**src/rtl/wb_user_bus_arbiter.sv**
```systemverilog
// Wishbone user-area controller: decodes the BASE_NIB window, routes one transfer at a time to
// the UART (adr[27]=0) or accelerator (adr[27]=1), and force-completes transfers a slave never acks.
//
// Handshake: a master request is taken only when cyc & stb hit the window in IDLE. The target slave
// sees cyc=stb=1 for every BUSY cycle and completes by pulsing its ack while that strobe is high.
// The master receives exactly one wbs_ack_o pulse per accepted transfer, unless it drops cyc first.
module wb_user_bus_arbiter #(
  parameter int unsigned TIMEOUT  = 64,
  parameter logic [31:0] ERR_DATA = 32'hDEAD_BEEF,
  parameter logic [3:0]  BASE_NIB = 4'h3
) (
  input  logic        wb_clk_i,
  input  logic        wb_rst_i,
  input  logic        wbs_cyc_i,
  input  logic        wbs_stb_i,
  input  logic        wbs_we_i,
  input  logic [3:0]  wbs_sel_i,
  input  logic [31:0] wbs_adr_i,
  input  logic [31:0] wbs_dat_i,
  output logic        wbs_ack_o,
  output logic [31:0] wbs_dat_o,
  output logic        s_we_o,
  output logic [3:0]  s_sel_o,
  output logic [31:0] s_adr_o,
  output logic [31:0] s_dat_o,
  output logic        s0_cyc_o,
  output logic        s0_stb_o,
  input  logic        s0_ack_i,
  input  logic [31:0] s0_dat_i,
  output logic        s1_cyc_o,
  output logic        s1_stb_o,
  input  logic        s1_ack_i,
  input  logic [31:0] s1_dat_i,
  output logic        timeout_o,
  output logic [7:0]  timeout_cnt_o,
  output logic [1:0]  state_o
);

  typedef enum logic [1:0] {
    ST_IDLE = 2'd0,
    ST_BUSY = 2'd1,
    ST_RESP = 2'd2
  } state_e;

  localparam logic [7:0] WDOG_LAST = 8'(TIMEOUT - 1);

  state_e      state_q, state_d;
  logic        we_q, we_d;
  logic [3:0]  sel_q, sel_d;
  logic [31:0] adr_q, adr_d;
  logic [31:0] wdat_q, wdat_d;
  logic        tgt_q, tgt_d;
  logic [7:0]  wdog_q, wdog_d;
  logic [31:0] rdata_q, rdata_d;
  logic        timeout_q, timeout_d;
  logic [7:0]  tcnt_q, tcnt_d;

  logic        hit;
  logic        tgt_ack;
  logic [31:0] tgt_dat;
  logic        busy;

  always_ff @(posedge wb_clk_i) begin
    if (wb_rst_i) begin
      state_q   <= ST_IDLE;
      we_q      <= 1'b0;
      sel_q     <= 4'h0;
      adr_q     <= 32'h0;
      wdat_q    <= 32'h0;
      tgt_q     <= 1'b0;
      wdog_q    <= 8'h0;
      rdata_q   <= 32'h0;
      timeout_q <= 1'b0;
      tcnt_q    <= 8'h0;
    end else begin
      state_q   <= state_d;
      we_q      <= we_d;
      sel_q     <= sel_d;
      adr_q     <= adr_d;
      wdat_q    <= wdat_d;
      tgt_q     <= tgt_d;
      wdog_q    <= wdog_d;
      rdata_q   <= rdata_d;
      timeout_q <= timeout_d;
      tcnt_q    <= tcnt_d;
    end
  end

  // Acks from the slave that is not the latched target never reach the FSM.
  always_comb begin
    hit     = wbs_cyc_i & wbs_stb_i & (wbs_adr_i[31:28] == BASE_NIB);
    tgt_ack = tgt_q ? s1_ack_i : s0_ack_i;
    tgt_dat = tgt_q ? s1_dat_i : s0_dat_i;

    state_d   = state_q;
    we_d      = we_q;
    sel_d     = sel_q;
    adr_d     = adr_q;
    wdat_d    = wdat_q;
    tgt_d     = tgt_q;
    wdog_d    = wdog_q;
    rdata_d   = rdata_q;
    timeout_d = 1'b0;
    tcnt_d    = tcnt_q;

    case (state_q)
      ST_IDLE: begin
        if (hit) begin
          we_d    = wbs_we_i;
          sel_d   = wbs_sel_i;
          adr_d   = wbs_adr_i;
          wdat_d  = wbs_dat_i;
          tgt_d   = wbs_adr_i[27];
          wdog_d  = 8'h0;
          state_d = ST_BUSY;
        end
      end
      ST_BUSY: begin
        if (!wbs_cyc_i) begin
          state_d = ST_IDLE;
        end else if (tgt_ack) begin
          rdata_d = tgt_dat;
          state_d = ST_RESP;
        end else if (wdog_q == WDOG_LAST) begin
          rdata_d   = ERR_DATA;
          timeout_d = 1'b1;
          if (tcnt_q != 8'hFF) tcnt_d = tcnt_q + 8'h1;
          state_d   = ST_RESP;
        end else begin
          wdog_d = wdog_q + 8'h1;
        end
      end
      ST_RESP: state_d = ST_IDLE;
      default: state_d = ST_IDLE;
    endcase
  end

  always_comb begin
    busy          = (state_q == ST_BUSY);
    s0_cyc_o      = busy & ~tgt_q;
    s0_stb_o      = busy & ~tgt_q;
    s1_cyc_o      = busy & tgt_q;
    s1_stb_o      = busy & tgt_q;
    wbs_ack_o     = (state_q == ST_RESP);
    wbs_dat_o     = wbs_ack_o ? rdata_q : 32'h0;
    s_we_o        = we_q;
    s_sel_o       = sel_q;
    s_adr_o       = adr_q;
    s_dat_o       = wdat_q;
    timeout_o     = timeout_q;
    timeout_cnt_o = tcnt_q;
    state_o       = state_q;
  end

endmodule

```
**config.mk**
```make
export PLATFORM = sky130hd
export DESIGN_NAME = wb_user_bus_arbiter
export DESIGN_NICKNAME = d
export VERILOG_FILES = /design/src/rtl/wb_user_bus_arbiter.sv
export SDC_FILE = /design/constraint.sdc
export NUM_CORES = 1
export LEC_CHECK = 0
export CORE_AREA = 4 4 98 100
export DETAILED_ROUTE_END_ITERATION = 16
export DIE_AREA = 0 0 102 104
export DONT_BUFFER_PORTS = 1
export GPL_TIMING_DRIVEN = 0
export PLACE_DENSITY = 0.82
export SKIP_CTS_REPAIR_TIMING = 1
export SKIP_LAST_GASP = 1
export SLEW_MARGIN = 20
export SYNTH_ARGS = -nofsm -noshare
export SYNTH_HDL_FRONTEND = slang
export SYNTH_SLANG_ARGS = --single-unit
```
**constraint.sdc**
```tcl
create_clock -name wb_clk_i -period 3.3 [get_ports wb_clk_i]
set_clock_uncertainty 0.2 [all_clocks]
set_input_delay 0.165 -clock wb_clk_i [delete_from_list [all_inputs] [get_ports wb_clk_i]]
set_output_delay 0.165 -clock wb_clk_i [all_outputs]
set_load 0.05 [all_outputs]
```
==> impl_metrics.prom <==
# TYPE chip_impl_metric gauge
chip_impl_metric{name="port_buffers",unit=""} 0
chip_impl_metric{name="start_util",unit="%"} 57.9
chip_impl_metric{name="drt_pass1_iterations",unit=""} 7
chip_impl_metric{name="die_width",unit="um"} 102
chip_impl_metric{name="final_hold_viol_count",unit=""} 2
chip_impl_metric{name="globalRouteMet1Util",unit="%"} 27.0
chip_impl_info{name="busiest_layer",value="met2"} 1
chip_impl_metric{name="wire_length_of_the_first_global_routing_pass",unit="um"} 21500
chip_impl_metric{name="area_added_between_synthesis_and_finish",unit="%"} 40.3
chip_impl_metric{name="ant_nets",unit=""} 0
chip_impl_metric{name="nFillCells",unit=""} 471
chip_impl_metric{name="worst-path-max-fanout",unit=""} 10
chip_impl_metric{name="drt-total-wl",unit="um"} 18800
chip_impl_metric{name="summed_negative_setup_slack_over_all_endpoints",unit="ps"} 0
chip_impl_metric{name="detailroute.via_count",unit=""} 5225
chip_impl_info{name="mostFrequentLayoutCells",value="148 x sky130_fd_sc_hd__nand2_1, 133 x sky130_fd_sc_hd__dlygate4sd3_1, 120 x sky130_fd_sc_hd__dfxtp_1, 86 x sky130_fd_sc_hd__a21oi_1, 44 x sky130_fd_sc_hd__clkbuf_1"} 1
chip_impl_metric{name="net_count_after_synthesis",unit=""} 747
chip_impl_metric{name="clock_tree.htree_level_count",unit=""} 4
chip_impl_metric{name="antenna-diode-count",unit=""} 0
chip_impl_metric{name="fin_hold_ws",unit="ps"} -45.8
chip_impl_metric{name="detailed_place.area",unit="sq mm"} 0.00516
chip_impl_metric{name="timing.max_cap.violations",unit=""} 0
chip_impl_metric{name="dp_hpwl",unit="um"} 11100
chip_impl_metric{name="total_switching_power",unit="W"} 0.000834
chip_impl_metric{name="synth_cell_type_count",unit=""} 40
chip_impl_metric{name="power.share.combinational",unit="%"} 6.4
chip_impl_info{name="rsz0062_at_grt",value="no"} 1
chip_impl_metric{name="post-route-min-period",unit="ps"} 3260
chip_impl_info{name="largest_family_of_logic_cells_by_synthesized_area",value="simple AND/OR/NAND/NOR gates"} 1
chip_impl_metric{name="relSlewSlack",unit="%"} 30.6
chip_impl_metric{name="synth_warnings",unit=""} 0
chip_impl_info{name="critPathKind",value="register to output port"} 1
chip_impl_metric{name="core_area",unit="sq mm"} 0.00868
chip_impl_info{name="synth-main-ff-cell",value="sky130_fd_sc_hd__dfxtp_1"} 1
chip_impl_info{name="min-delay-path-class",value="input port to register"} 1
chip_impl_metric{name="power_switching_share",unit="%"} 24.3
chip_impl_metric{name="reg2reg_slack",unit="ps"} 370
chip_impl_metric{name="post_synth_and_or_nand_nor_area_fraction",unit="%"} 21.3
chip_impl_metric{name="grt_pass1_vias",unit=""} 4235
chip_impl_metric{name="clkLatencyLatePin",unit="ps"} 510
chip_impl_metric{name="cts_made_buffers",unit=""} 17
chip_impl_info{name="violated_checks",value="negative hold slack"} 1
chip_impl_info{name="final_common_cell",value="sky130_fd_sc_hd__nand2_1"} 1
chip_impl_metric{name="drtIter0Drc",unit=""} 282
chip_impl_metric{name="p_leak",unit="nW"} 2.42
chip_impl_metric{name="global_route.usage.met2",unit="%"} 47.3
chip_impl_metric{name="fin_nets",unit=""} 899
chip_impl_metric{name="cts.path.max_buffers",unit=""} 2
chip_impl_metric{name="synthesis.instances",unit=""} 606
chip_impl_info{name="root_cell_of_the_clock_tree",value="sky130_fd_sc_hd__clkbuf_8"} 1
chip_impl_metric{name="vias_per_cell",unit=""} 5.94
chip_impl_metric{name="mappedNetlistArea",unit="sq mm"} 0.00503
chip_impl_metric{name="pwr-share-seq",unit="%"} 43.2
chip_impl_metric{name="ys_ff_latch",unit=""} 120
chip_impl_metric{name="setup_viol_count_final",unit=""} 0
chip_impl_metric{name="synth_fa_ha_area_share",unit="%"} 0.498
chip_impl_info{name="cts_tree",value="built"} 1
chip_impl_metric{name="worst_ep_required_time",unit="ps"} 2930
chip_impl_metric{name="power.density",unit="mW/mm^2"} 487
chip_impl_metric{name="mean_area_per_synthesized_cell",unit="sq um"} 8.30
chip_impl_metric{name="clkSinkCount",unit=""} 120
chip_impl_metric{name="synth_enable_flop_cells",unit=""} 0
chip_impl_metric{name="placement.setup.worst_slack",unit="ps"} 402
chip_impl_metric{name="globalRouteMet3Util",unit="%"} 10.5
chip_impl_info{name="end_kind",value="output port"} 1
chip_impl_metric{name="grt_start_max_net_pins",unit=""} 17
chip_impl_metric{name="final-max-slew-violation-count",unit=""} 0
chip_impl_info{name="timing.critical_path.from_type",value="register"} 1
chip_impl_metric{name="timing.critical_path.arrival",unit="ps"} 2900
chip_impl_metric{name="remaining_drc_errors",unit=""} 0
chip_impl_metric{name="grt_antenna_before_repair",unit=""} 0
chip_impl_metric{name="clock_power_share",unit="%"} 50.4
chip_impl_metric{name="die-area",unit="sq mm"} 0.0106
chip_impl_metric{name="synth_compound_gate_area_share",unit="%"} 16.4
chip_impl_metric{name="drt-wirelength-per-cell",unit="um"} 21.4
chip_impl_metric{name="globalRouteOverflowTotal",unit=""} 0
chip_impl_metric{name="synth-seq-area-share",unit="%"} 47.8
chip_impl_metric{name="finalCritPeriodShare",unit="%"} 98.8
chip_impl_metric{name="global_route.usage.total",unit="%"} 25.8
chip_impl_metric{name="worst_slew_pin_slew",unit="ps"} 1040
chip_impl_metric{name="post_synth_xor_area_fraction",unit="%"} 0
chip_impl_metric{name="stdcell_area",unit="sq mm"} 0.00705
chip_impl_metric{name="postLayoutSetupSlackWorst",unit="ps"} 39.8
chip_impl_metric{name="die_h",unit="um"} 104
chip_impl_metric{name="timing.fmax",unit="MHz"} 307
chip_impl_metric{name="ioPinCount",unit=""} 256
chip_impl_metric{name="share_of_final_layout_standard_cells_stronger_than_drive_strength_1",unit="%"} 6.61
chip_impl_info{name="status",value="finished, violations left"} 1
chip_impl_metric{name="num_rows",unit=""} 34
chip_impl_metric{name="ir_drop",unit="uV"} 356
chip_impl_metric{name="synthArstFlopShare",unit="%"} 0
chip_impl_metric{name="gpl.final_weighted_congestion",unit=""} 0.900
chip_impl_metric{name="clk_slew_on_worst_s_h_paths",unit="ps"} 60
chip_impl_metric{name="cell_internal_pwr",unit="W"} 0.00260
chip_impl_metric{name="synthMuxAreaShare",unit="%"} 7.91
-- state kept, by name (all words and copies together), names as in the netlist --
name	flops
s_we_o	1
wdog_q	8
rdata_q	32
s_sel_o	4
state_o	2
s_adr_o	32
s_dat_o	32
timeout_cnt_o	8
timeout_o	1
-- power by group through the flow --
stage               combinational (W)  clock (W)  sequential, W
floorplan                   0.0000591          0        0.00151
global placement            0.0000778          0        0.00151
detailed placement          0.0000800          0        0.00151
CTS                         0.0000801    0.00173        0.00148
global route                 0.000232    0.00181        0.00148
finish                       0.000219    0.00173        0.00148
-- layout make-up --
| cell class | count | area [sq um] | share of cell area [%] |
|---|---|---|---|
| repair buffers | 133 | 1330 | 18.9 |
| multi-input cells | 410 | 2320 | 32.9 |
| clock buffers | 17 | 414 | 5.87 |
| clock inverters | 15 | 143 | 2.02 |
| inverters | 26 | 97.6 | 1.38 |
| well taps | 108 | 135 | 1.92 |
| flip-flops and latches | 120 | 2400 | 34.1 |
| plain buffers | 50 | 209 | 2.96 |
-- critical path, cell delays in order (launching register included) --
cell and delay, ps:
sky130_fd_sc_hd__dfxtp_1 350, sky130_fd_sc_hd__buf_6 170, sky130_fd_sc_hd__clkbuf_1 560, sky130_fd_sc_hd__inv_1 130, sky130_fd_sc_hd__nor2_1 820, sky130_fd_sc_hd__buf_4 350
-- cells by family after synthesis --
logic type	after synthesis
and+or+nand+nor	233
AOI/OAI and AO/OA	137
DFF	120
buffers and inverters	76
muxes	38
adders and majority gates	2
-- Yosys cell counts (all sizes together) (3+ instances only) --
master	instances	area share (%)
clkbuf	45	3.4
nand2b	6	0.75
nand2	148	11
a21oi	86	8.6
inv	26	1.9
nand3	6	0.60
mux2	11	2.5
o21ai	13	1.3
o2111ai	3	0.52
and2	35	4.4
a221oi	23	4.0
dfxtp	120	48
nor2b	3	0.37
nor2	12	0.90
or4	5	0.75
o31ai	3	0.45
buf	5	0.77
mux2i	27	5.4
-- per-layer routing --
metal  routed length, um  share of wire [%]
met5                   0                  0
met2                9570                 51
met1                6360                 34
met4                 751                4.0
met3                2160                 11
-- stage by stage --
| stage | power [W] | std cells | hold slack (ps) | util, % |
|---|---|---|---|---|
| 2_1_floorplan | 0.00157 | 606 | 101 | - |
| 3_3_place_gp | 0.00159 | 714 | 103 | 59.5 |
| 3_5_place_dp | 0.00159 | 714 | 108 | 59.5 |
| 4_1_cts | 0.00330 | 746 | -425 | 65.9 |
| 5_1_grt | 0.00352 | 879 | 7.15 | 81.3 |
| 6_report | 0.00343 | 879 | -45.8 | 81.3 |
-- worst paths after layout --
kind,startpoint,end,cells past startpoint
setup reg to reg,s_adr_o[27],rdata_q[23],7
hold reg to reg,rdata_q[8],rdata_q[8],2
setup / recovery,s_adr_o[27],s1_stb_o,5
hold / removal,wb_rst_i,timeout_cnt_o[5],3
Power figures use the tool's default switching activity.
